[src/rtl/stopwatch_counter.sv]
// Stopwatch time base: four BCD digits (MM:SS) counting up or down on a
// gated 1 Hz strobe, a one-cycle wrap indicator, and a 4-digit scan
// multiplexer that drives an active-low seven-segment digit enable.
module stopwatch_counter #(
   parameter int MIN_TENS_MAX = 5
) (
   input  logic       clk,
   input  logic       reset,
   input  logic       count_enable,
   input  logic       tick,
   input  logic       scan_tick,
   input  logic       clear,
   input  logic       up_down,
   output logic [3:0] min_tens,
   output logic [3:0] min_ones,
   output logic [3:0] sec_tens,
   output logic [3:0] sec_ones,
   output logic       terminal,
   output logic [3:0] digit_sel,
   output logic [3:0] bcd_out
);

   localparam logic [3:0] MT_MAX = 4'(MIN_TENS_MAX);

   logic       step;
   logic       carry_so;
   logic       carry_st;
   logic       carry_mo;
   logic       wrap;
   logic [1:0] scan_idx;

   // A digit passes a carry/borrow when it sits at the end of its range for
   // the current direction. The up test uses >= so an out-of-range value can
   // never count past its ceiling.
   function automatic logic at_limit(input logic [3:0] d, input logic [3:0] top,
                                     input logic up);
      return up ? (d >= top) : (d == 4'd0);
   endfunction

   // Next value of one digit when it is allowed to move.
   function automatic logic [3:0] next_digit(input logic [3:0] d, input logic [3:0] top,
                                             input logic up);
      if (up)
         return (d >= top) ? 4'd0 : d + 4'd1;
      else
         return ((d == 4'd0) || (d > top)) ? top : d - 4'd1;
   endfunction

   // Step qualification and the ripple of carries/borrows across digits.
   always_comb begin
      step     = tick & count_enable;
      carry_so = at_limit(sec_ones, 4'd9, up_down);
      carry_st = carry_so & at_limit(sec_tens, 4'd5, up_down);
      carry_mo = carry_st & at_limit(min_ones, 4'd9, up_down);
      wrap     = carry_mo & at_limit(min_tens, MT_MAX, up_down);
   end

   // Time digits: clear beats a coincident step; all digits move on one edge.
   always_ff @(posedge clk or posedge reset) begin
      if (reset) begin
         sec_ones <= 4'd0;
         sec_tens <= 4'd0;
         min_ones <= 4'd0;
         min_tens <= 4'd0;
      end else if (clear) begin
         sec_ones <= 4'd0;
         sec_tens <= 4'd0;
         min_ones <= 4'd0;
         min_tens <= 4'd0;
      end else if (step) begin
         sec_ones <= next_digit(sec_ones, 4'd9, up_down);
         if (carry_so) sec_tens <= next_digit(sec_tens, 4'd5, up_down);
         if (carry_st) min_ones <= next_digit(min_ones, 4'd9, up_down);
         if (carry_mo) min_tens <= next_digit(min_tens, MT_MAX, up_down);
      end
   end

   // Wrap flag is high only in the cycle the wrapped value first appears.
   always_ff @(posedge clk or posedge reset) begin
      if (reset) terminal <= 1'b0;
      else       terminal <= step & wrap & ~clear;
   end

   // Scan index free-runs on scan_tick, unaffected by counting or clear.
   always_ff @(posedge clk or posedge reset) begin
      if (reset)          scan_idx <= 2'd0;
      else if (scan_tick) scan_idx <= scan_idx + 2'd1;
   end

   // Display decode from the registered index and digits.
   always_comb begin
      digit_sel = ~(4'b0001 << scan_idx);
      case (scan_idx)
         2'd0:    bcd_out = sec_ones;
         2'd1:    bcd_out = sec_tens;
         2'd2:    bcd_out = min_ones;
         default: bcd_out = min_tens;
      endcase
   end

endmodule

[config.mk]
export PLATFORM = sky130hd
export DESIGN_NAME = stopwatch_counter
export DESIGN_NICKNAME = d
export VERILOG_FILES = /design/src/rtl/stopwatch_counter.sv
export SDC_FILE = /design/constraint.sdc
export NUM_CORES = 1
export LEC_CHECK = 0
export CAP_MARGIN = 25
export CORE_MARGIN = 2
export CORE_UTILIZATION = 38
export CTS_CLUSTER_DIAMETER = 100
export DETAILED_ROUTE_END_ITERATION = 12
export PLACE_DENSITY = 0.66
export SLEW_MARGIN = 10
export SYNTH_ARGS = -nofsm -noshare
export SYNTH_HDL_FRONTEND = slang
export SYNTH_SLANG_ARGS = --single-unit
[constraint.sdc]
create_clock -name clk -period 2.3 [get_ports clk]
set_clock_uncertainty 0.2 [all_clocks]
set_input_delay 0.69 -clock clk [delete_from_list [all_inputs] [get_ports clk]]
set_output_delay 0.69 -clock clk [all_outputs]
set_load 0.02 [all_outputs]
==> Yosys cells after proc, flatten, opt, wreduce, memory -nomap -nowiden <==
Cells that the tools add are included.
{ "op_classes": {"addsub": 9, "n_lt_le_gt_ge": 8, "n_eq_ne": 2, "shift": 1, "mux": 28, "n_bitwise": 8, "reduce_logical": 16} }
{ "op_table": {"columns": ["operator", "n"], "rows": [
  ["2-to-1 mux 4 bit", 23],
  ["adder 4 x 1 -> 4 bit (second input constant)", 4],
  ["logical NOT 4 bit", 4],
  ["subtractor 4 x 1 -> 4 bit (second input constant)", 4],
  ["case mux 4 bit (3 select lines)", 1],
  ["greater-or-equal comparator 4 x 3 -> 1 bit (second input constant)", 2],
  ["greater-or-equal comparator 4 bit (second input constant)", 2],
  ["greater-than comparator 4 x 3 -> 1 bit (second input constant)", 2],
  ["greater-than comparator 4 bit (second input constant)", 2],
  ["nonzero test 2 bit", 4],
  ["bitwise AND 1 bit", 6],
  ["AND reduction 2 bit", 3],
  ["logical OR 1 bit", 4],
  ["2-to-1 mux 1 bit", 4],
  ["inverter 4 bit", 1],
  ["left shift 1 x 2 -> 4 bit (first input constant)", 1],
  ["adder 2 x 1 -> 2 bit (second input constant)", 1],
  ["== test 2 x 1 -> 1 bit (second input constant)", 1],
  ["== test 2 bit (second input constant)", 1],
  ["logical NOT 2 bit", 1],
  ["inverter 1 bit", 1]
]} }
{ "word_totals": {"ff_bits": 19, "input_bits": 7, "output_inout_bits": 25, "elab_cells": 78} }

==> Longest topological paths before layout <==
Gate-level depths: netlist of run 1.
{ "depth": {"depth_word": 7, "depth_mapped": 8, "mapped_depth_nobuf": 7} }

==> Worst setup path after synthesis of run 1 <==
Ideal clock, no wire load.
{ "synth_path": {"path_type": "register to register", "startpoint": "register min_ones[0]", "endpoint": "register min_tens[0]", "setup_ps": 86, "arrival_ps": 2005, "required_ps": 2014, "path_slack_ps": 9, "path_stages_with_launch": 9, "n_path_buf": 1, "period_less_slack_ps": 2291, "cell_sequence": "dfrtp_1 > clkbuf_1 > inv_1 > ha_1 > or3b_2 > a31oi_1 > a211oi_4 > o221a_2 > nor3_1"} }
{ "synth_between": {"elab_chain_cells": 5, "word_cells_on_any_way": 6, "classes_between": "1 x order compare; 1 x mux; 1 x bitwise; 3 x reduce/logical"} }
{ "synth_rtl": {"columns": ["element", "line_no", "rtl"], "rows": [
  ["start, declared", "15", "output logic [3:0] min_ones,"],
  ["start signal, assigned", "73", "if (carry_st) min_ones <= next_digit(min_ones, 4'd9, up_down);"],
  ["greater-or-equal comparator 4 bit or logical NOT 4 bit (tied branches)", "37", "return up ? (d >= top) : (d == 4'd0);"],
  ["2-to-1 mux 1 bit *", "37", null],
  ["bitwise AND 1 bit *", "54", "carry_mo = carry_st & at_limit(min_ones, 4'd9, up_down);"],
  ["nonzero test 2 bit (no line) *", null, null],
  ["AND reduction 2 bit (no line) *", null, null],
  ["end signal, assigned", "74", "if (carry_mo) min_tens <= next_digit(min_tens, MT_MAX, up_down);"],
  ["end, declared", "14", "output logic [3:0] min_tens,"]
]} }
Mark *: on every way between the ends. The rest lies on a longest branch, timed or not.
A chain may end at the register's enable or synchronous reset.

==> Worst setup path after layout of run 1 <==
{ "layout_path": {"startpoint": "register scan_idx[1]", "endpoint": "output port bcd_out[1]"} }
{ "layout_between": {"elab_chain_cells": 2, "word_cells_on_any_way": 4, "classes_between": "2 x eq/ne; 1 x mux; 1 x reduce/logical"} }
{ "layout_rtl": {"columns": ["element", "line_no", "rtl"], "rows": [
  ["start, declared", "30", "logic [1:0] scan_idx;"],
  ["start signal, assigned", "87", "else if (scan_tick) scan_idx <= scan_idx + 2'd1;"],
  ["== test 2 bit (tied with other cells)", "93", "case (scan_idx)"],
  ["case mux 4 bit (3 select lines) *", "93", null],
  ["end, declared", "20", "output logic [3:0] bcd_out"]
]} }
Marks and branches as above.

==> out/qor.yml, run 1 <==
worst_setup_path:
  r2r-end: "min_tens[1]$_DFFE_PP0P_"
  regToRegSetupSlack_ns: 0.06
  crit_end: "bcd_out[1]"
  path_max_fanout: 5
  cp-end-kind: "output port"
  worstSetupPathType: "reg -> out"
  cp.arrival_ns: 1.60
  critPathRequiredTime_ns: 1.41
  r2r_cells: 10
  crit_path_start_kind: "register"
  reg2reg_from: "min_ones[0]$_DFFE_PP0P_"
  cp-startpoint: "scan_idx[1]$_DFFE_PP0P_"
die:
  num_rows: 25
  initial_utilization_pct: 39.0
  io_pins: 32
  dieArea_um2: 5350
  die_h_um: 73.1
  die_w_um: 73.1
  coreArea_um2: 4660
global_routing:
  grt_pass1_vias: 1655
  grt_overflow_total: 0
  grt_max_degree: 20
  antenna_found_initial: 0
  grt_use_total_pct: 19.1
  grt_pass1_wl_mm: 8.02
timing:
  worst_pin_slew_ns: 0.399
  final-setup-viol-count: 5
  min_period_over_period_pct: 108
  fin_setup_tns_ns: -0.699
  hold_viol: 0
  final_max_slew_viol_count: 0
  fmaxAchievable_mhz: 401
  rsz0062_at_grt: "yes"
  finalWorstSetupSlack_ns: -0.191
  timing.hold.ws_ns: 0.402
  finalCriticalPeriod_ns: 2.49
  slew_headroom_pct: 73.4
pwr:
  leakagePower_nw: 1.36
  vdd_drop_max_uv: 513
  power_density_nw_per_um2: 504
place:
  hpwl_mm: 3.76
  routabilityCongestion: 0.885
  portBuffers: 31
  pre_cts_ws_ns: -0.468
synthesis:
  synthCells: 212
  synth.avg_cell_area_um2: 8.57
  synth-seq-cells: 19
  yosysTopAreaCell: "dfrtp_1"
  yosys.area.top_type_share_pct: 26.2
  yosysWarnings: 0
  synth_edf_count: 0
  async_flop_share_pct: 100
  syn_area_um2: 1820
  synth_most_common_cell: "inv_1"
  yosysSeqAreaShare_pct: 26.2
  ys.flop_type: "dfrtp_1"
  synth_commonest_cells: "inv_1, dfrtp_1, ha_1"
  synth_cell_types: 54
  synth_nets: 237
  synth.area.top_cells: "dfrtp_1, ha_1, mux2i_1"
cts:
  htreeDepth: 1
  clk_latency_ns: 0.26
  cts_tree: "done"
  clkSlewWorstSetupHoldPaths_ns: 0.08
  numCtsBuffers: 3
  cts.sink_count: 19
  ctsRootBufferMaster: "clkbuf_8"
  cts_buffer_depth: 2
  hold_buffers: 0
worst_hold_path:
  min_path_type: "reg -> reg"
  min_path_cells: 2
routing:
  num_vias: 1831
  drtPass1Iterations: 7
  drc: 0
  drtIter0Drc: 161
  routedWlPerCell_um: 14.6
  drt.antenna.violating_nets: 0
  wirelength_mm: 4.97
  vias_per_cell: 5.37
final_layout:
  diodes: 0
  area_growth_pct: 45.3
  drive_gt1_share_pct: 31.0
  nets: 313
run_status:
  violations: "negative setup slack"
  run_status: "finished with violations"
flow_run:
  drv_cap: 0
-- critical path: stages (launching register included) --
cell and delay (ns):
dfrtp_1 0.40, inv_2 0.08, ha_4 0.18, a222oi_1 0.35, mux2i_1 0.14, buf_2 0.18
-- sequential cells by signal, summed over array words and instances, names as in the netlist --
signal	flops
scan_idx	2
sec_tens	4
terminal	1
min_tens	4
sec_ones	4
min_ones	4
-- area by class of cell --
cell class	instances	area, µm²
multi-input combinational	158	1280
sequential	19	478
tap	54	67.6
inverter	21	78.8
fill	428	2020
clock buffer	3	41.3
clock inverter	1	5.00
timing repair buffer	85	693
-- stage by stage --
step / util [%] / area [µm²] / std cells / total power, mW
2_1_floorplan: - / 1820 / 212 / 0.737
3_3_place_gp: 53.7 / 2500 / 333 / 1.03
3_5_place_dp: 53.7 / 2500 / 333 / 1.04
4_1_cts: 55.3 / 2580 / 341 / 1.31
5_1_grt: 56.6 / 2640 / 341 / 1.41
6_report: 56.6 / 2640 / 341 / 1.33
-- where the power goes --
group / internal [mW] / leakage, nW / switching, mW
Clock: 0.121 / 0.0255 / 0.129
Combinational: 0.342 / 1.08 / 0.354
Sequential: 0.361 / 0.256 / 0.0222
Total: 0.824 / 1.36 / 0.506
-- logic make-up after synthesis --
| kind of cell | count (synthesis) | synth area share, % |
|---|---|---|
| adders and majority gates | 18 | 12.4 |
| and+or+nand+nor | 64 | 20.1 |
| AOI/OAI and AO/OA | 58 | 23.7 |
| DFF | 19 | 26.2 |
| buffers and inverters | 35 | 7.92 |
| muxes | 13 | 7.30 |
| xor gates and xnor gates | 5 | 2.41 |
-- placed cells by master, fill, tap and decap left out, types with 4 or more instances in the layout --
master	netlist	layout
nor2_1	14	14
nand2_1	13	13
a222oi_1	4	4
ha_1	18	14
buf_2	4	5
a21o_1	4	4
dfrtp_1	19	17
nand3_1	4	4
nor2b_1	6	6
mux2i_1	11	11
inv_1	21	20
o31ai_1	4	4
dlygate4sd2_1	0	12
a21oi_1	12	12
dlymetal6s2s_1	0	6
buf_4	0	54
clkdlybuf4s50_1	0	6
o21ai_0	8	8
nor3_1	5	5
-- worst min path at each step --
stage                            start                       to
2_1_floorplan  scan_idx[0]$_DFFE_PP0P_  scan_idx[0]$_DFFE_PP0P_
3_3_place_gp   scan_idx[1]$_DFFE_PP0P_  scan_idx[1]$_DFFE_PP0P_
3_5_place_dp   sec_ones[1]$_DFFE_PP0P_  sec_ones[1]$_DFFE_PP0P_
4_1_cts        sec_ones[1]$_DFFE_PP0P_  sec_ones[1]$_DFFE_PP0P_
5_1_grt        sec_ones[1]$_DFFE_PP0P_  sec_ones[1]$_DFFE_PP0P_
6_report       sec_ones[1]$_DFFE_PP0P_  sec_ones[1]$_DFFE_PP0P_
-- what timing repair did --
action | CTS | global route
pin swaps | 9 | 4
endpoints found under the setup margin | 29 | 21
gates resized for setup | 50 | 20
buffers inserted | 4 | 0
gates cloned | 0 | 0
-- routing by layer --
metal	up-vias	global-route usage, %	wire [µm]
met3	4	1.80	219
li1	908	-	-
met1	872	29.1	2450
met2	47	28.3	2260
met5	-	0	0
met4	0	5.56	44
No activity file was read; power rests on OpenSTA's default activity.
==> inputs of run 2 (changes only) <==
Settings changed: CORE_UTILIZATION 38 to 48, PLACE_DENSITY 0.66 to 0.8, SKIP_LAST_GASP set to 1.
==> out/qor.yml, run 2 (synthesis results as in run 1) <==
timing:
  hold_viol: 0
  fmaxAchievable_mhz: 393
  finalCriticalPeriod_ns: 2.54
  finalWorstSetupSlack_ns: -0.244
  final_max_slew_viol_count: 0
  rsz0062_at_grt: "yes"
  slew_headroom_pct: 55.7
  final-setup-viol-count: 8
  timing.hold.ws_ns: 0.411
  worst_pin_slew_ns: 0.647
  min_period_over_period_pct: 111
cts:
  ctsRootBufferMaster: "clkbuf_8"
  cts_tree: "done"
  hold_buffers: 0
  clk_latency_ns: 0.27
  clkSlewWorstSetupHoldPaths_ns: 0.08
  numCtsBuffers: 3
  cts.sink_count: 19
  cts_buffer_depth: 2
  htreeDepth: 1
pwr:
  p_clk_share_pct: 18.5
  p_sw_mw: 0.532
  power_density_nw_per_um2: 523
  pwr-share-comb_pct: 53.4
  sw_frac_of_total_pct: 39.0
  leakagePower_nw: 1.34
  vdd_drop_max_uv: 703
  finalPower_mw: 1.36
  internal_power_mw: 0.831
  pwr-share-seq_pct: 28.1
run_status:
  run_status: "finished with violations"
  violations: "negative setup slack"
worst_setup_path:
  path_delay_family: "compound AO/OA/AOI/OAI gates"
  crit_path_start_kind: "register"
  worstSetupPathType: "reg -> out"
  path_max_fanout: 5
  cp-end-kind: "output port"
  cp.arrival_ns: 1.65
  worstPathCellList: "inv_2, ha_4, a222oi_1, mux2i_1, buf_2"
  critical_path_buf_inv_count: 2
  cpPeakStageDelay_ns: 0.41
  timing.critical_path.slowest_stage_cell: "a222oi_1"
  critPathRequiredTime_ns: 1.41
final_layout:
  drive_gt1_share_pct: 29.9
  n_fill_cell: 262
  diodes: 0
  area_growth_pct: 43.4
  stdcell_count: 332
  nets: 310
  final_cell_mix: "buf_4, dfrtp_1, inv_1, nor2_1, ha_1"
  fin_util_pct: 71.2
  final_common_cell: "buf_4"
routing:
  vias_per_cell: 5.61
  routedWlPerCell_um: 16.0
  drtIter0Drc: 106
  wirelength_mm: 5.31
  drt.antenna.violating_nets: 0
  drtPass1Iterations: 4
  num_vias: 1862
  drc: 0
place:
  portBuffers: 31
  routabilityCongestion: 0.915
  place_inst: 322
  hpwl_mm: 3.66
  pre_cts_ws_ns: -0.450
die:
  num_rows: 22
  die_h_um: 65.5
  io_pins: 32
  die_w_um: 65.5
  initial_utilization_pct: 49.6
  coreArea_um2: 3660
  dieArea_um2: 4290
global_routing:
  antenna_found_initial: 0
  grt_pass1_wl_mm: 8.69
  grt_use_total_pct: 26.3
  grt_pass1_vias: 1839
  grt_max_degree: 20
  grt_overflow_total: 0
worst_hold_path:
  min_path_type: "reg -> reg"
flow_run:
  drv_cap: 0
run 2: area by class of cell:
type	count	area, µm²	share of cell area (%)
Tap cell	48	60.1	2.31
Clock buffer	3	41.3	1.59
Timing Repair Buffer	82	674	25.9
Multi-Input combinational cell	158	1270	48.8
Clock inverter	1	5.00	0.192
Sequential cell	19	475	18.3
Inverter	21	78.8	3.03
run 2: what timing repair did:
item,4_1_cts,5_1_grt
pin swaps,10,4
setup endpoints to repair,29,23
buffers inserted,5,2
gates resized for setup,50,19
run 2: final timing paths:
check	cells after the start	end	slack (ns)	from
setup / recovery	5	bcd_out[1]	-0.24	scan_idx[1]$_DFFE_PP0P_
hold / removal	2	scan_idx[0]$_DFFE_PP0P_	0.41	scan_idx[0]$_DFFE_PP0P_
setup reg to reg	8	min_tens[1]$_DFFE_PP0P_	-0.01	min_tens[0]$_DFFE_PP0P_
hold reg to reg	2	scan_idx[0]$_DFFE_PP0P_	0.41	scan_idx[0]$_DFFE_PP0P_
max in group asynchronous	3	sec_tens[3]$_DFFE_PP0P_	1.14	reset
min in group asynchronous	3	min_tens[2]$_DFFE_PP0P_	0.55	reset
run 2: through the flow:
step	TNS (ns)	cell area (µm²)
floorplan	0	1820
CTS	-0.675	2550
global route	-1.66	2610
global placement	-5.97	2460
finish	-1.07	2610
detailed placement	-6.54	2460
run 2: worst register-to-register path, delay by kind of cell (launching register included):
family | cells | cell delay, ns
AOI/OAI and AO/OA | 2 | 0.67
adders and majority gates | 1 | 0.24
buffers and inverters | 2 | 0.33
DFF | 1 | 0.37
and+or+nand+nor | 3 | 0.40
run 2: power by group through the flow:
stage	clock (mW)	combinational, mW	sequential (mW)
3_3_place_gp	0	0.625	0.386
5_1_grt	0.269	0.786	0.388
3_5_place_dp	0	0.642	0.387
6_report	0.252	0.727	0.383
2_1_floorplan	0	0.329	0.408
4_1_cts	0.252	0.674	0.382
run 2: routing by layer:
metal / routed length [µm] / vias to the layer above / global-route usage, %
met5: 0 / - / 0
met4: 99 / 0 / 10.2
met3: 254 / 9 / 3.42
met2: 2590 / 55 / 44.4
met1: 2360 / 892 / 34.2
li1: - / 906 / -
